$ cat src/rtl/atm_session_ctrl.sv
// ATM session front end: card/PIN login, command handshake, timed core
// request issue with sampled result, idle timeout and per-account lockout.
module atm_session_ctrl #(
    parameter int MAX_TRIES    = 3,
    parameter int RESP_WAIT    = 2,
    parameter int IDLE_TIMEOUT = 1000
) (
    input  logic        clk,
    input  logic        rst,
    input  logic        card_valid,
    input  logic [3:0]  card_acct,
    input  logic [3:0]  card_pin,
    input  logic        pin_valid,
    input  logic [3:0]  pin_entry,
    input  logic        cmd_valid,
    output logic        cmd_ready,
    input  logic [1:0]  cmd_op,
    input  logic [9:0]  cmd_amount,
    input  logic [3:0]  cmd_acct_d,
    output logic [1:0]  atm_select,
    output logic [9:0]  atm_amount,
    output logic [3:0]  atm_acct_s,
    output logic [3:0]  atm_acct_d,
    input  logic [1:0]  atm_result,
    input  logic [9:0]  atm_balance,
    output logic        rsp_valid,
    output logic [2:0]  rsp_code,
    output logic [9:0]  rsp_balance,
    output logic        session_active
);

    localparam int TRY_W  = $clog2(MAX_TRIES + 1);
    localparam int TO_W   = $clog2(IDLE_TIMEOUT + 1);
    localparam int WAIT_W = $clog2(RESP_WAIT + 1);

    localparam logic [2:0] RSP_OK      = 3'd0;
    localparam logic [2:0] RSP_CLOSED  = 3'd1;
    localparam logic [2:0] RSP_BADPIN  = 3'd2;
    localparam logic [2:0] RSP_LOCKED  = 3'd3;
    localparam logic [2:0] RSP_NOFUNDS = 3'd4;
    localparam logic [2:0] RSP_TIMEOUT = 3'd5;
    localparam logic [2:0] RSP_BADDEST = 3'd6;

    typedef enum logic [1:0] {S_IDLE, S_PIN, S_MENU, S_ISSUE} state_t;

    state_t              state_r, state_s;
    logic [3:0]          acct_r, acct_s;
    logic [3:0]          pin_r, pin_s;
    logic [TRY_W-1:0]    tries_r, tries_s, tries_inc_s;
    logic [TO_W-1:0]     to_r, to_s;
    logic [WAIT_W-1:0]   wait_r, wait_s;
    logic [15:0]         lock_r, lock_s;
    logic [1:0]          op_r, op_s;
    logic [9:0]          amount_r, amount_s;
    logic [3:0]          dest_r, dest_s;
    logic                rsp_valid_s;
    logic [2:0]          rsp_code_s;
    logic [9:0]          rsp_balance_s;
    logic                cmd_ready_s;
    logic                active_s;
    logic [1:0]          sel_s;
    logic [9:0]          amt_s;
    logic [3:0]          src_s;
    logic [3:0]          dst_s;
    logic                hs_s;

    // Next-state, bookkeeping and registered-output values for the session FSM
    always_comb begin
        state_s       = state_r;
        acct_s        = acct_r;
        pin_s         = pin_r;
        tries_s       = tries_r;
        to_s          = to_r;
        wait_s        = wait_r;
        lock_s        = lock_r;
        op_s          = op_r;
        amount_s      = amount_r;
        dest_s        = dest_r;
        rsp_valid_s   = 1'b0;
        rsp_code_s    = rsp_code;
        rsp_balance_s = rsp_balance;
        tries_inc_s   = tries_r + TRY_W'(1);
        hs_s          = (state_r == S_MENU) && cmd_valid && cmd_ready;

        case (state_r)
            S_IDLE: begin
                if (card_valid) begin
                    if (lock_r[card_acct]) begin
                        rsp_valid_s = 1'b1;
                        rsp_code_s  = RSP_LOCKED;
                    end else begin
                        acct_s  = card_acct;
                        pin_s   = card_pin;
                        tries_s = '0;
                        to_s    = '0;
                        state_s = S_PIN;
                    end
                end else begin
                    state_s = S_IDLE;
                end
            end
            S_PIN: begin
                if (pin_valid) begin
                    to_s        = '0;
                    rsp_valid_s = 1'b1;
                    if (pin_entry == pin_r) begin
                        rsp_code_s = RSP_OK;
                        state_s    = S_MENU;
                    end else if (tries_inc_s == TRY_W'(MAX_TRIES)) begin
                        lock_s[acct_r] = 1'b1;
                        tries_s        = '0;
                        rsp_code_s     = RSP_LOCKED;
                        state_s        = S_IDLE;
                    end else begin
                        tries_s    = tries_inc_s;
                        rsp_code_s = RSP_BADPIN;
                    end
                end else if (to_r == TO_W'(IDLE_TIMEOUT - 1)) begin
                    to_s        = '0;
                    rsp_valid_s = 1'b1;
                    rsp_code_s  = RSP_TIMEOUT;
                    state_s     = S_IDLE;
                end else begin
                    to_s = to_r + TO_W'(1);
                end
            end
            S_MENU: begin
                if (hs_s) begin
                    to_s = '0;
                    if (cmd_op == 2'd0) begin
                        rsp_valid_s = 1'b1;
                        rsp_code_s  = RSP_CLOSED;
                        state_s     = S_IDLE;
                    end else if ((cmd_op == 2'd3) && (cmd_acct_d == acct_r)) begin
                        rsp_valid_s = 1'b1;
                        rsp_code_s  = RSP_BADDEST;
                    end else if ((cmd_op != 2'd1) && (cmd_amount == 10'd0)) begin
                        // zero-value move: acknowledge without touching the core
                        rsp_valid_s = 1'b1;
                        rsp_code_s  = RSP_OK;
                    end else begin
                        op_s     = cmd_op;
                        amount_s = cmd_amount;
                        dest_s   = (cmd_op == 2'd3) ? cmd_acct_d : 4'd0;
                        wait_s   = '0;
                        state_s  = S_ISSUE;
                    end
                end else if (to_r == TO_W'(IDLE_TIMEOUT - 1)) begin
                    to_s        = '0;
                    rsp_valid_s = 1'b1;
                    rsp_code_s  = RSP_TIMEOUT;
                    state_s     = S_IDLE;
                end else begin
                    to_s = to_r + TO_W'(1);
                end
            end
            S_ISSUE: begin
                if (wait_r == WAIT_W'(RESP_WAIT - 1)) begin
                    // last held cycle: the core has settled, take its answer
                    rsp_valid_s   = 1'b1;
                    rsp_balance_s = atm_balance;
                    if ((op_r == 2'd1) || (atm_result == 2'd3)) begin
                        rsp_code_s = RSP_OK;
                    end else begin
                        rsp_code_s = RSP_NOFUNDS;
                    end
                    wait_s  = '0;
                    to_s    = '0;
                    state_s = S_MENU;
                end else begin
                    wait_s = wait_r + WAIT_W'(1);
                end
            end
            default: begin
                state_s = S_IDLE;
            end
        endcase

        // ready only in MENU, and withheld on the first MENU cycle after ISSUE
        cmd_ready_s = (state_s == S_MENU) && (state_r != S_ISSUE);
        active_s    = (state_s != S_IDLE);

        if (state_s == S_ISSUE) begin
            sel_s = op_s;
            amt_s = amount_s;
            src_s = acct_s;
            dst_s = dest_s;
        end else begin
            sel_s = 2'd1;
            amt_s = 10'd0;
            src_s = 4'd0;
            dst_s = 4'd0;
        end
    end

    // State, bookkeeping and output registers with asynchronous reset
    always_ff @(posedge clk or posedge rst) begin
        if (rst) begin
            state_r        <= S_IDLE;
            acct_r         <= 4'd0;
            pin_r          <= 4'd0;
            tries_r        <= '0;
            to_r           <= '0;
            wait_r         <= '0;
            lock_r         <= 16'd0;
            op_r           <= 2'd0;
            amount_r       <= 10'd0;
            dest_r         <= 4'd0;
            cmd_ready      <= 1'b0;
            rsp_valid      <= 1'b0;
            rsp_code       <= 3'd0;
            rsp_balance    <= 10'd0;
            session_active <= 1'b0;
            atm_select     <= 2'd1;
            atm_amount     <= 10'd0;
            atm_acct_s     <= 4'd0;
            atm_acct_d     <= 4'd0;
        end else begin
            state_r        <= state_s;
            acct_r         <= acct_s;
            pin_r          <= pin_s;
            tries_r        <= tries_s;
            to_r           <= to_s;
            wait_r         <= wait_s;
            lock_r         <= lock_s;
            op_r           <= op_s;
            amount_r       <= amount_s;
            dest_r         <= dest_s;
            cmd_ready      <= cmd_ready_s;
            rsp_valid      <= rsp_valid_s;
            rsp_code       <= rsp_code_s;
            rsp_balance    <= rsp_balance_s;
            session_active <= active_s;
            atm_select     <= sel_s;
            atm_amount     <= amt_s;
            atm_acct_s     <= src_s;
            atm_acct_d     <= dst_s;
        end
    end

endmodule

$ cat config.mk
export PLATFORM = sky130hd
export DESIGN_NAME = atm_session_ctrl
export DESIGN_NICKNAME = d
export VERILOG_FILES = /design/src/rtl/atm_session_ctrl.sv
export SDC_FILE = /design/constraint.sdc
export NUM_CORES = 1
export LEC_CHECK = 0
export CORE_UTILIZATION = 52
export DETAILED_ROUTE_END_ITERATION = 7
export PLACE_DENSITY = 0.91
export RECOVER_POWER = 50
export SYNTH_ARGS = -nofsm -noshare
export SYNTH_HDL_FRONTEND = slang
export SYNTH_SLANG_ARGS = --single-unit
$ cat constraint.sdc
create_clock -name clk -period 4.3 [get_ports clk]
set_clock_uncertainty 0.2 [all_clocks]
set_input_delay 0.86 -clock clk [delete_from_list [all_inputs] [get_ports clk]]
set_output_delay 0.86 -clock clk [all_outputs]
set_load 0.05 [all_outputs]
======== Word-level counts from Yosys, hierarchy flattened ========
Index checks and enable logic that the tools add are counted.
storage, ports and cells
  flip-flop bits (word level) ............. 92
  latch bits .............................. 0
  bits in writable memories ............... 0
  bits in read-only memories .............. 0
  logic and storage cells ................. 155
  memories kept ........................... 0
operators by class
  add/subtract/negate cells ............... 3
  multiply operators ...................... 0
  div/mod/pow operators ................... 0
  magnitude comparators ................... 3
  equality and inequality tests ........... 26
  shift-type cells ........................ 0
  muxes and demuxes ....................... 81
  bitwise logic cells ..................... 3
  reductions and logical operators ........ 20
operators with widths
  cell                                                                     number
  10-bit two-way mux                                                       12
  2-bit two-way mux                                                        28
  4-bit two-way mux                                                        11
  10-bit one-hot mux with 4 select lines                                   1
  3-bit two-way mux                                                        10
  2-bit inequality test, second input constant                             11
  16-bit bitwise OR                                                        1
  2-bit == test, second input constant                                     7
  1-bit two-way mux                                                        12
  3-bit one-hot mux with 4 select lines                                    1
  10-bit by 1-bit adder with 10-bit output, second input constant          1
  10-bit == test, second input constant                                    1
  10-bit logical NOT                                                       1
  4-bit by 5-bit < comparator with 1-bit output, second input constant     2
  5-bit AND reduction                                                      2
  4-bit == test                                                            2
  2-bit one-hot mux with 2 select lines                                    2
  2-bit one-hot mux with 4 select lines                                    1
  4-bit AND reduction                                                      2
  2-bit by 1-bit == test with 1-bit output, second input constant          3
  1-bit logical AND                                                        6
  3-bit AND reduction                                                      2
  2-bit nonzero test                                                       3
  5-bit by 2-bit inequality test with 1-bit output, second input constant  1
  other kinds (10)                                                         13

======== Logic depth before layout (Yosys ltp) ========
  depth in word-level cells ............... 9
  gate-level depth with buffers ........... 11
  gate-level depth less buffers ........... 9

======== Least setup slack after synthesis ========
Ideal clock, no wire load.
  path type ............................... input -> register
  start point ............................. input port card_acct[0]
  end point ............................... register atm_acct_d[0]
  setup time .............................. 0.120 ns
  arrival ................................. 2.482 ns
  required time ........................... 3.980 ns
  setup slack ............................. 1.498 ns
  stages .................................. 9
  path buffers ............................ 2
  cells stage by stage .................... buf_6 mux4_1 o22ai_2 o22ai_1 nand2_1 o221a_2 inv_1 clkbuf_1 and3_1
on the way
  word-level cells in the longest chain between the ends .. 7
ends and longest elaborated chain
  what                                       RTL line  source
  start, declared                            11        input logic [3:0] card_acct,
  1-bit binary-select mux with 4-bit select  88        if (lock_r[card_acct]) begin
  1-bit two-way mux (not written as such)    88
  2-bit two-way mux                          88
  2-bit two-way mux                          87        if (card_valid) begin
  2-bit one-hot mux with 4 select lines      85        case (state_r)
  2-bit == test                              183       if (state_s == S_ISSUE) begin
  4-bit two-way mux                          183
  named net dst_s[0]                         64        logic [3:0] dst_s;
  end signal, assigned                       237       atm_acct_d <= dst_s;
  end, declared                              23        output logic [3:0] atm_acct_d,
The timed path passes the listed nets, and every way through them passes these cells. The select of a mux whose other input is x is not followed.
A chain may end at the register's enable or synchronous reset.

======== Final worst setup path ========
  start point ............................. input port card_acct[0]
  end point ............................... register to_r[5]
on the way
  word-level cells in the longest chain between the ends .. 4
ends and longest elaborated chain
  what                                       RTL line  source
  1-bit binary-select mux with 4-bit select  88
  1-bit two-way mux (not written as such)    88
  2-bit inequality test (no line)            n/a
  3-bit AND reduction (no line)              n/a
  end signal, assigned                       223       to_r <= to_s;
  end, declared                              50        logic [TO_W-1:0] to_r, to_s;
Every way passes these cells. The select of a mux whose other input is x is not followed.

==> results.sh <==
export IMPL_power_ir_vdd_worst_mv=0.239
export IMPL_final_critical_path_setup_slack_ns=0.978
export IMPL_antenna_cells_inserted=0
export IMPL_critPathArrivalTime_ns=3.35
export IMPL_cp_num_buf_inv=1
export IMPL_cts_post_setup_buffers_inserted=0
export IMPL_dieHeight_um=92.3
export IMPL_placed_cells_incl_taps=540
export IMPL_yosys_most_used_dff="sky130_fd_sc_hd__dfrtp_1"
export IMPL_timing_hold_worst_class="register to register"
export IMPL_synth_ff_latch_count=92
export IMPL_wl_mm=9.60
export IMPL_syn_num_nets=423
export IMPL_design_die_area_um2=8510
export IMPL_clockRootBuffer="sky130_fd_sc_hd__clkbuf_8"
export IMPL_timing_final_crit_share_pct=77.2
export IMPL_grt_first_pass_wirelength_mm=16.0
export IMPL_drcViolationCount=0
export IMPL_grt_setup_unrepaired="no"
export IMPL_critical_path_slowest_cell="sky130_fd_sc_hd__clkdlybuf4s50_1"
export IMPL_fillerInstances=596
export IMPL_grt_antenna_before_repair=0
export IMPL_final_weighted_congestion_in_routability_driven_placement=0.867
export IMPL_synth_largest_area_cell="sky130_fd_sc_hd__dfrtp_1"
export IMPL_most_numerous_cell_on_the_critical_path="sky130_fd_sc_hd__o21ai_0"
export IMPL_commonest_non_fill_non_tap_cell_in_the_layout="sky130_fd_sc_hd__dfrtp_1"
export IMPL_mostFrequentLayoutCells="sky130_fd_sc_hd__dfrtp_1 (91), sky130_fd_sc_hd__clkdlybuf4s50_1 (74), sky130_fd_sc_hd__o21ai_0 (33), sky130_fd_sc_hd__mux2_2 (33), sky130_fd_sc_hd__nand2_1 (24)"
export IMPL_area_of_the_mapped_netlist_um2=4240
export IMPL_drt_wirelength_per_cell_um=17.3
export IMPL_detail_route_iter0_violations=223
export IMPL_residual_antenna_violating_net_count_after_detailed_routing=0
export IMPL_worst_slew_pin_tran_ns=2.14
export IMPL_worst_path_dominant_cell_family="compound AO/OA/AOI/OAI gates"
export IMPL_slew_violations=93
export IMPL_clkTransAtPathRegs_ns=0.09
export IMPL_timing_final_setup_violations=0
export IMPL_synth_largest_type_area_fraction_pct=53.8
export IMPL_ratio_of_cells_with_drive_above_1_in_the_final_layout_pct=15.2
export IMPL_cts_max_path_buffers=2
export IMPL_core_area_um2=7810
export IMPL_power_density_nw_per_um2=433
export IMPL_fin_nets=499
export IMPL_area_delta_synth_final_pct=24.4
export IMPL_timing_slew_headroom_pct=-42.7
export IMPL_violated_checks="capacitance limit, slew limit"
export IMPL_grt_pass1_vias=3355
export IMPL_route_detailed_vias_per_inst=5.79
export IMPL_worst_setup_path_start_kind="primary input"
export IMPL_starting_density_pct=54.3
export IMPL_area_sequential_um2=2300
export IMPL_timing_setup_critical_path_class="primary input to register"
export IMPL_ctsResizeCount=0
export IMPL_slowest_stage_delay_cp_ns=0.65
export IMPL_leakagePower_nw=2.39
export IMPL_total_count_of_hold_check_failures_in_the_final_report=0
export IMPL_cts_buffers=9
export IMPL_crit_path_end_kind="register"
export IMPL_synthTopCellsByArea="sky130_fd_sc_hd__dfrtp_1 (54%), sky130_fd_sc_hd__mux2_2 (8.8%), sky130_fd_sc_hd__o21ai_0 (3.9%)"
export IMPL_die_w_um=92.3
export IMPL_clkSinkCount=92
export IMPL_fp_row_count=32
export IMPL_total_power_mw=2.28
export IMPL_detailedPlacementHpwl_mm=6.89
export IMPL_grtUsageTotal_pct=24.4
export IMPL_number_of_flops_mapped_to_enable_cells_by_yosys=0
export IMPL_dr_pass1_iters=4
export IMPL_multi_input_comb_area_um2=1800
export IMPL_synthesis_yosys_warnings=0
export IMPL_port_buffer_count=80
export IMPL_fmax_mhz=301
export IMPL_asyncSetResetFlopFracSynth_pct=100
export IMPL_clock_tree_htree_level_count=3
export IMPL_grt_overflow_total=0
export IMPL_maximum_number_of_pins_on_one_net_before_global_route_repair=93
export IMPL_post_cts_hold_buffer_count=0
export IMPL_tritoncts_clock_tree="yes"
export IMPL_run_status="complete, but fails checks"
export IMPL_finalNonFillerCells=556
export IMPL_worstSkewPairLatency_ns=0.36
export IMPL_num_io_pins=81
export IMPL_vias=3217
export IMPL_critPathMaxFanout=11
export IMPL_number_of_cells_produced_by_synthesis=373
export IMPL_critical_path_rt_ns=4.33
export IMPL_synth_sequential_area_ratio_pct=54.4
export IMPL_tns_ns=0
export IMPL_path_cells="clkdlybuf4s50_1 > mux4_1 > o22ai_1 > o22a_2 > o21ai_0 > o21ai_0 > o21ai_0"
export IMPL_minimum_period_implied_by_the_final_worst_setup_slack_ns=3.32
export IMPL_placement_setup_worst_slack_ns=0.596
export IMPL_yosys_cell_types_count=58
export IMPL_number_of_violations_of_the_max_capacitance_limit=1
export IMPL_syn_avg_cell_area_um2=11.4
==> layer usage <==
layer	wire [um]	track usage [%]	up-vias
met5	0	0	-
met1	4310	32.5	1580
met4	187	9.11	0
li1	-	-	1504
met3	520	5.39	14
met2	4570	39.4	119
==> Yosys cell counts, types with 4 or more instances <==
library cell,instances
sky130_fd_sc_hd__clkbuf_1,11
sky130_fd_sc_hd__nand3_1,11
sky130_fd_sc_hd__nand2b_1,10
sky130_fd_sc_hd__ha_1,5
sky130_fd_sc_hd__a31o_2,4
sky130_fd_sc_hd__a21oi_1,6
sky130_fd_sc_hd__dfrtp_1,91
sky130_fd_sc_hd__and3_1,23
sky130_fd_sc_hd__xnor2_1,6
sky130_fd_sc_hd__nor2_1,18
sky130_fd_sc_hd__nor3_1,4
sky130_fd_sc_hd__o21ai_0,33
sky130_fd_sc_hd__inv_1,11
sky130_fd_sc_hd__nand4_1,5
sky130_fd_sc_hd__mux2_2,33
sky130_fd_sc_hd__nand2_1,24
sky130_fd_sc_hd__o21bai_1,11
==> path summary, 6_finish.rpt <==
kind	slack, ns	start	to	cells past startpoint
worst max-delay path	0.98	card_acct[0]	to_r[5]$_DFFE_PP0P_	7
worst min-delay path	0.28	lock_r[1]$_DFFE_PP0P_	lock_r[1]$_DFFE_PP0P_	2
worst max register to register	1.28	state_r[0]$_DFF_PP0_	atm_acct_s[2]$_DFF_PP0_	9
worst min register to register	0.28	lock_r[1]$_DFFE_PP0P_	lock_r[1]$_DFFE_PP0P_	2
max in group asynchronous	1.09	rst	to_r[6]$_DFFE_PP0P_	3
min in group asynchronous	1.51	rst	pin_r[0]$_DFFE_PP0P_	3
==> flip-flops by register name (all words and copies together), names as in the netlist, 4 cells and up <==
name / cells
acct_r: 4
amount_r: 10
atm_acct_d: 4
atm_acct_s: 4
atm_amount: 10
dest_r: 4
lock_r: 16
pin_r: 4
rsp_balance: 10
to_r: 10
==> worst reg2reg max path, delay by kind of cell, from the launching register on <==
kind,cells,cell delay [ns]
AO/OA/AOI/OAI,4,1.00
buffers and inverters,2,0.47
AND/OR/NAND/NOR,2,0.44
adder cells (fa/ha/maj),1,0.38
flip-flops,1,0.46
==> metrics by stage <==
step	instance area [um^2]	hold slack [ns]	utilization [%]
4_1_cts	5280	0.271	67.7
6_report	5270	0.276	67.5
3_3_place_gp	5100	0.239	65.3
3_5_place_dp	5100	0.250	65.3
5_1_grt	5270	0.293	67.5
2_1_floorplan	4240	0.220	-
==> logic make-up (layout without fill, tap and decap cells) <==
family,after synthesis,after routing,synth area share (%)
mux,35,35,10.0
xor+xnor,9,9,1.86
simple gates,114,114,14.6
compound gates,89,89,14.4
buf+inv,29,110,3.22
fa+ha+maj,5,5,1.48
flops,92,92,54.4
==> cell type report <==
cell class              count  area share [%]
multi-input cells         252            34.1
well taps                 102            2.42
repair buffers             81            15.3
flip-flops and latches     92            43.7
clock inverters             7            1.16
clock buffers               9            2.35
inverters                  13           0.950
==> report_power, final <==
group / internal, mW / total, mW / switching [mW]
combinational: 0.265 / 0.649 / 0.384
clock: 0.218 / 0.539 / 0.320
sequential: 0.974 / 1.09 / 0.118
Note: power is estimated with default switching activity, not from simulation.
